$ cat src/rtl/instr_loader.sv
// -----------------------------------------------------------------------------
// instr_loader
//   Assembles a serial byte stream into 32-bit instructions and writes them
//   into instruction memory at consecutive word addresses. A session starts with
//   a Start_i pulse. It ends on an all-zero end marker (Done_o). It aborts on an
//   unsupported opcode or on memory overflow (Error_o / Error_Code_o).
//
// Handshake: a byte transfers on a rising edge where Byte_Valid_i=1 and
//   Byte_Ready_o=1. Byte_Ready_o is high only while collecting bytes.
//   Byte_Valid_i may drop at any time; a drop only stalls collection.
//
// Ports
//   clk           in   clock, rising edge
//   reset         in   synchronous, active-low
//   Start_i       in   begin a new load session (next cycle: COLLECT)
//   Byte_i        in   [7:0]  serial program byte
//   Byte_Valid_i  in   Byte_i valid
//   Byte_Ready_o  out  byte accepted this cycle if valid
//   Word_o        out  [31:0] assembled word (little-endian byte order)
//   Word_Addr_o   out  [ADDR_WIDTH-1:0] write address
//   Word_We_o     out  one-cycle memory write strobe
//   Done_o        out  session ended by end marker
//   Error_o       out  session aborted
//   Error_Code_o  out  [1:0] 00 none, 01 bad opcode, 10 overflow
//   Count_o       out  [ADDR_WIDTH:0] words written this session
//   state_dbg     out  [2:0] current FSM state (encoding of state_t)
// -----------------------------------------------------------------------------
module instr_loader #(
   parameter int ADDR_WIDTH = 8
) (
   input  logic                  clk,
   input  logic                  reset,
   input  logic                  Start_i,
   input  logic [7:0]            Byte_i,
   input  logic                  Byte_Valid_i,
   output logic                  Byte_Ready_o,
   output logic [31:0]           Word_o,
   output logic [ADDR_WIDTH-1:0] Word_Addr_o,
   output logic                  Word_We_o,
   output logic                  Done_o,
   output logic                  Error_o,
   output logic [1:0]            Error_Code_o,
   output logic [ADDR_WIDTH:0]   Count_o,
   output logic [2:0]            state_dbg
);

   typedef enum logic [2:0] {
      IDLE    = 3'd0,
      COLLECT = 3'd1,
      CHECK   = 3'd2,
      WRITE   = 3'd3,
      DONE    = 3'd4,
      ERROR   = 3'd5
   } state_t;

   // Memory depth 2^ADDR_WIDTH expressed in the counter's own width.
   localparam logic [ADDR_WIDTH:0] DEPTH     = {1'b1, {ADDR_WIDTH{1'b0}}};
   localparam logic [ADDR_WIDTH:0] COUNT_ONE = {{ADDR_WIDTH{1'b0}}, 1'b1};

   localparam logic [1:0] ERR_NONE     = 2'b00;
   localparam logic [1:0] ERR_OPCODE   = 2'b01;
   localparam logic [1:0] ERR_OVERFLOW = 2'b10;

   state_t                state_q, state_n;
   logic [1:0]            byte_cnt_q, byte_cnt_n;
   logic [31:0]           word_q, word_n;
   logic [ADDR_WIDTH:0]   count_q, count_n;
   logic [1:0]            err_q, err_n;

   // Supported RV32I major opcodes (R, I-ALU, LOAD, STORE, BRANCH, LUI, JAL, JALR).
   function automatic logic opcode_ok(input logic [6:0] op);
      case (op)
         7'b0110011, 7'b0010011, 7'b0000011, 7'b0100011,
         7'b1100011, 7'b0110111, 7'b1101111, 7'b1100111: opcode_ok = 1'b1;
         default:                                        opcode_ok = 1'b0;
      endcase
   endfunction

   always_ff @(posedge clk) begin
      if (!reset) begin
         state_q    <= IDLE;
         byte_cnt_q <= 2'd0;
         word_q     <= 32'd0;
         count_q    <= '0;
         err_q      <= ERR_NONE;
      end else begin
         state_q    <= state_n;
         byte_cnt_q <= byte_cnt_n;
         word_q     <= word_n;
         count_q    <= count_n;
         err_q      <= err_n;
      end
   end

   always_comb begin
      state_n    = state_q;
      byte_cnt_n = byte_cnt_q;
      word_n     = word_q;
      count_n    = count_q;
      err_n      = err_q;

      // Start overrides every state. A WRITE in this cycle has already
      // driven its strobe, because the strobe is decoded from the current state.
      if (Start_i) begin
         state_n    = COLLECT;
         byte_cnt_n = 2'd0;
         word_n     = 32'd0;
         count_n    = '0;
         err_n      = ERR_NONE;
      end else begin
         case (state_q)
            COLLECT: begin
               if (Byte_Valid_i) begin
                  word_n[{byte_cnt_q, 3'b000} +: 8] = Byte_i;
                  byte_cnt_n = byte_cnt_q + 2'd1;
                  if (byte_cnt_q == 2'd3) state_n = CHECK;
               end
            end
            CHECK: begin
               if (word_q == 32'd0) begin
                  state_n = DONE;
               end else if (!opcode_ok(word_q[6:0])) begin
                  state_n = ERROR;
                  err_n   = ERR_OPCODE;
               end else if (count_q == DEPTH) begin
                  state_n = ERROR;
                  err_n   = ERR_OVERFLOW;
               end else begin
                  state_n = WRITE;
               end
            end
            WRITE: begin
               count_n = count_q + COUNT_ONE;
               state_n = COLLECT;
            end
            default: ; // IDLE, DONE, ERROR hold everything
         endcase
      end
   end

   assign Byte_Ready_o = (state_q == COLLECT);
   assign Word_We_o    = (state_q == WRITE);
   assign Done_o       = (state_q == DONE);
   assign Error_o      = (state_q == ERROR);
   assign Word_o       = word_q;
   assign Word_Addr_o  = count_q[ADDR_WIDTH-1:0];
   assign Error_Code_o = err_q;
   assign Count_o      = count_q;
   assign state_dbg    = state_q;

endmodule

$ cat config.mk
export PLATFORM = sky130hd
export DESIGN_NAME = instr_loader
export DESIGN_NICKNAME = d
export VERILOG_FILES = /design/src/rtl/instr_loader.sv
export SDC_FILE = /design/constraint.sdc
export NUM_CORES = 1
export LEC_CHECK = 0
export ABC_AREA = 0
export CORE_MARGIN = 5
export CORE_UTILIZATION = 42
export CTS_CLUSTER_SIZE = 14
export DETAILED_ROUTE_END_ITERATION = 10
export PLACE_DENSITY = 0.88
export SYNTH_ARGS = -nofsm -noshare
export SYNTH_HDL_FRONTEND = slang
export SYNTH_SLANG_ARGS = --single-unit
$ cat constraint.sdc
create_clock -name clk -period 1.8 [get_ports clk]
set_input_delay 0.36 -clock clk [delete_from_list [all_inputs] [get_ports clk]]
set_output_delay 0.36 -clock clk [all_outputs]
set_load 0.05 [all_outputs]
* Word level (Yosys, flattened, before mapping)
Index checks and enable logic that the tools add are counted.
** Word-level totals
- Input port bits :: 12
- Logic and storage cells :: 56
- Output and inout bits :: 58
- Flip-flop bits (word level) :: 48
** Cells by class
- Eq/ne operators :: 20
- Shift-type cells :: 2
- Reduce and logical (&&, ||, !) cells :: 9
- Muxes and demuxes :: 14
- Bitwise gates (word level) :: 2
- $add $sub $neg :: 3
** Operators by type and width (count)
- bitwise mux 32 bit :: 1
- zero test 32 bit :: 1
- variable shift 8 x 7 -> 32 bit, first input constant :: 1
- variable part select 8 x 7 -> 32 bit :: 1
- equality test 7 x 6 -> 1 bit, second input constant :: 3
- equality test 7 bit, second input constant :: 3
- two-way mux 3 bit :: 5
- adder 9 x 1 -> 9 bit, second input constant :: 1
- equality test 9 bit, second input constant :: 1
- one-hot mux 3 bit (3 select lines) :: 1
- AND reduction 3 bit :: 3
- OR reduction 8 bit :: 1
- equality test 7 x 2 -> 1 bit, second input constant :: 1
- equality test 7 x 5 -> 1 bit, second input constant :: 1
- negation 5 -> 7 bit :: 1
- equality test 3 x 2 -> 1 bit, second input constant :: 2
- equality test 3 bit, second input constant :: 2
- two-way mux 1 bit :: 5
- two-way mux 2 bit :: 2
- != test 2 x 1 -> 1 bit, second input constant :: 2
- nonzero test 4 bit :: 1
- equality test 3 x 1 -> 1 bit, second input constant :: 1
- != test 3 x 2 -> 1 bit, second input constant :: 1
- != test 3 bit, second input constant :: 1
- 7 further kinds :: 8

* Logic depth before layout (Yosys ltp)
- Word-level depth :: 10
- Gate-level depth with buffers :: 6
- Depth with buffers taken out :: 6

* Least setup slack after synthesis
Ideal clock, no wire load.
- Path type :: reg-to-reg
- From :: register state_q[0] (netlist: state_dbg[0])
- To :: register word_q[6] (netlist: Word_o[6])
- Period minus slack after synthesis :: 2.296 ns
- Stages on the path, launching flop included :: 7
- Library setup time :: 0.132 ns
- Required time :: 1.668 ns
- Setup slack :: -0.496 ns
- Path buffers :: 1
- Arrival time :: 2.163 ns
- Cells stage by stage :: dfxtp_1 nor3b_2 and2_1 buf_4 nand2_2 nand2_1 a21oi_1
** On the way
- Word-level cells in the longest chain between the ends :: 2
** RTL lines
- from (decl) :: line 64 : state_t state_q, state_n;
- from (signal assigned) :: line 87 : state_q <= state_n;
- equality test 3 x 1 -> 1 bit
- net Byte_Ready_o :: line 36 : output logic Byte_Ready_o,
- AND reduction 2 bit (no source line)
- to (signal assigned) :: line 89 : word_q <= word_n;
- to (decl) :: line 66 : logic [31:0] word_q, word_n;
The timed path passes the listed nets, and every way through them passes these cells.
A chain may end at the register's enable or synchronous reset.

* Worst setup path in the final report
- From :: register state_q[1] (netlist: state_dbg[1])
- To :: output Word_We_o
** On the way
- Word-level cells in the longest chain between the ends :: 1
** RTL lines
- equality test 3 x 2 -> 1 bit :: line 142 : assign Word_We_o = (state_q == WRITE);
- to (decl) :: line 39 : output logic Word_We_o,
Every way passes these cells.

==> results.py <==
metrics = {
    "critical_path": {
        "critPathKind": "flop to output pin",
        "r2r_start": "byte_cnt_q[1]",
        "start_kind": "flop",
        "cp.arrival_ns": 1.33,
        "reg2reg_depth": 6,
        "crit_start": "state_dbg[1]",
        "critPathMaxFanout": 7,
        "reg2reg_slack_ns": 0.18,
        "rr_endpoint": "Word_o[12]",
        "cp.required_ns": 1.44,
        "end_kind": "output pin",
    },
    "drt": {
        "viasPerCell": 5.21,
        "drt-total-wl_um": 5870,
        "vias": 2115,
        "drtIter0Drc": 161,
        "wl_per_cell_um": 14.5,
        "drcViolationCount": 0,
        "dr.pass1.iters": 4,
        "detail-route-antenna-nets": 0,
    },
    "synthesis": {
        "ys_async_sr_fraction_pct": 0,
        "muxShareOfSynthArea_pct": 0,
        "synth-compound-area-share_pct": 13.1,
        "synthFlopType": "dfxtp_1",
        "synthSimpleGateAreaFrac_pct": 30.1,
        "synth_edf_count": 0,
        "netlist_instances": 269,
        "ys_seq_area_share_pct": 43.2,
        "synth_seq_cells": 48,
        "yosys-top-cells-area": "dfxtp_1, a21oi_1, nand3_1",
        "synth-xor-area-share_pct": 2.76,
        "yosysTopAreaCell": "dfxtp_1",
        "syn_area_mm2": 0.00222,
        "yosysTopAreaCellShare_pct": 43.2,
        "synth_top_family_by_area": "simple AND/OR/NAND/NOR gates",
        "syn_avg_cell_area_um2": 8.26,
        "yosysWarnings": 0,
        "synth_cell_type_count": 40,
        "synth_fp_nets": 289,
        "synthAdderAreaFrac_pct": 4.50,
    },
    "floorplan": {
        "start_util_pct": 43.5,
        "io_pins": 70,
        "die_y_um": 82.7,
        "die_x_um": 82.7,
        "rows": 26,
        "core_area_mm2": 0.00511,
        "die_area_mm2": 0.00685,
    },
    "layout": {
        "mostFrequentLayoutCells": "buf_4, dfxtp_1, nand2_1",
        "final_core_util_pct": 58.6,
        "final_common_cell": "buf_4",
        "final_area_mm2": 0.00299,
        "area_growth_syn_to_layout_pct": 34.7,
        "diodes": 0,
        "nets": 355,
        "drive_gt1_share_pct": 27.4,
    },
    "cts": {
        "clockBufferDepth": 2,
        "cts.htree.levels": 2,
        "hold_buffers": 0,
        "root_buffer": "clkbuf_8",
        "clk_latency_ns": 0.30,
        "clkSlewWorstSetupHoldPaths_ns": 0.09,
        "numCtsBuffers": 5,
        "cts_tree": "built",
        "clock-sinks": 48,
    },
    "grt": {
        "antenna_found_initial": 0,
        "grt_first_pass_wirelength_um": 9400,
        "grt_pass1_vias": 1994,
        "grt_usage_pct": 17.8,
        "grt_overflow": 0,
        "grt_max_degree": 27,
    },
    "place": {
        "gp_congestion": 0.870,
        "placed_area_mm2": 0.00289,
        "dp_hpwl_um": 4430,
        "portBuffers": 69,
    },
    "timing": {
        "finalHoldViolations": 0,
        "rsz0062_at_grt": "no",
        "finClkSkew_ns": 0.00923,
        "finalCritPeriodShare_pct": 93.7,
        "max-slew-margin-rel_pct": 76.4,
        "tightest_slew_ns": 0.350,
        "fmax_mhz": 593,
        "final_max_slew_viol_count": 0,
        "min_period_ns": 1.69,
        "setup_viol_count_final": 0,
    },
    "job": {
        "maxCapViolCount": 0,
    },
    "power": {
        "ir_worst_vdd_v": 0.000405,
        "leakagePower_uw": 0.00120,
        "power.density_mw_per_mm2": 648,
    },
    "hold_path": {
        "whs_endpoint": "Word_o[29]",
        "holdPathStages": 2,
        "hold_class": "flop to flop",
        "min-delay-start": "Word_o[29]",
    },
    "status": {
        "status": "finished, final reports clean",
    },
}
worst max-delay path: stages (launching register included):
cell     delay, ns
dfxtp_2       0.42
and3b_2       0.32
buf_4         0.17
buf_12        0.13
registers in the layout, summed over array words and instances, names as in the netlist:
register and count:
Error_Code_o 2, Count_o 9, byte_cnt_q 2, state_dbg 3
Word_o 32
layout make-up:
cell class,instances,area [um^2]
clock buffer,6,82.6
clock inverter,2,13.8
fill,447,2110
inverter,6,22.5
multi-input combinational,196,1140
sequential,48,967
tap,70,87.6
timing repair buffer,78,676
cells in the mapped netlist (2+ instances only):
library cell / n
and2_1: 2
dfxtp_1: 48
xnor2_1: 2
or3_1: 2
and3_1: 7
nand2b_1: 2
nand2_2: 4
inv_1: 6
nor3_1: 2
nor2_1: 13
ha_1: 8
nand4_1: 3
o21ai_1: 6
nor3b_1: 2
a21oi_1: 38
clkbuf_1: 4
nor3b_2: 2
buf_4: 9
nand3_1: 32
xor2_1: 5
buf_2: 4
nor4_1: 9
nand2_1: 42
what timing repair did:
| action | 4_1_cts | 5_1_grt |
|---|---|---|
| endpoints found under the setup margin | 0 | 8 |
| resized for setup | 0 | 3 |
| setup buffers | 0 | 0 |
through the flow:
step | hold WS [ns] | instances | power, uW | TNS [ns] | worst slack [ns]
5_1_grt | 0.490 | 406 | 2020 | 0 | 0.0435
2_1_floorplan | 0.474 | 269 | 1200 | -0.0394 | -0.00492
4_1_cts | 0.473 | 406 | 1950 | 0 | 0.00607
3_3_place_gp | 0.459 | 398 | 1280 | 0 | 0.127
6_report | 0.469 | 406 | 1940 | 0 | 0.113
3_5_place_dp | 0.462 | 398 | 1280 | 0 | 0.0546
worst max-delay path by stage:
stage	slack [ns]	endpoint	cells past startpoint
final	0.11	Word_We_o	3
after global routing	0.04	Word_o[15]	6
after CTS	0.006	Word_We_o	3
after detailed placement	0.05	Word_o[12]	5
after global placement	0.13	Word_o[24]	5
after floorplan	-0.005	Word_o[16]	5
cells by family after synthesis:
family	after synthesis
xor gates and xnor gates	7
buffers and inverters	25
AOI/OAI and AO/OA	52
adders and majority gates	8
DFF	48
and+or+nand+nor	129
metal layers:
layer  track usage [%]  part of all wire [%]
met5                 0                     0
met4              4.25                   1.1
met3              3.58                   8.5
met2              30.4                    49
met1              22.9                    41
report_power, final:
group	internal [uW]	switching (uW)	total [uW]	leakage (uW)
Clock	314	361	676	0.0000516
Combinational	75.3	112	187	0.000763
Sequential	1070	9.46	1080	0.000389
Total	1460	483	1940	0.00120
Note: power is estimated with default switching activity, not from simulation.
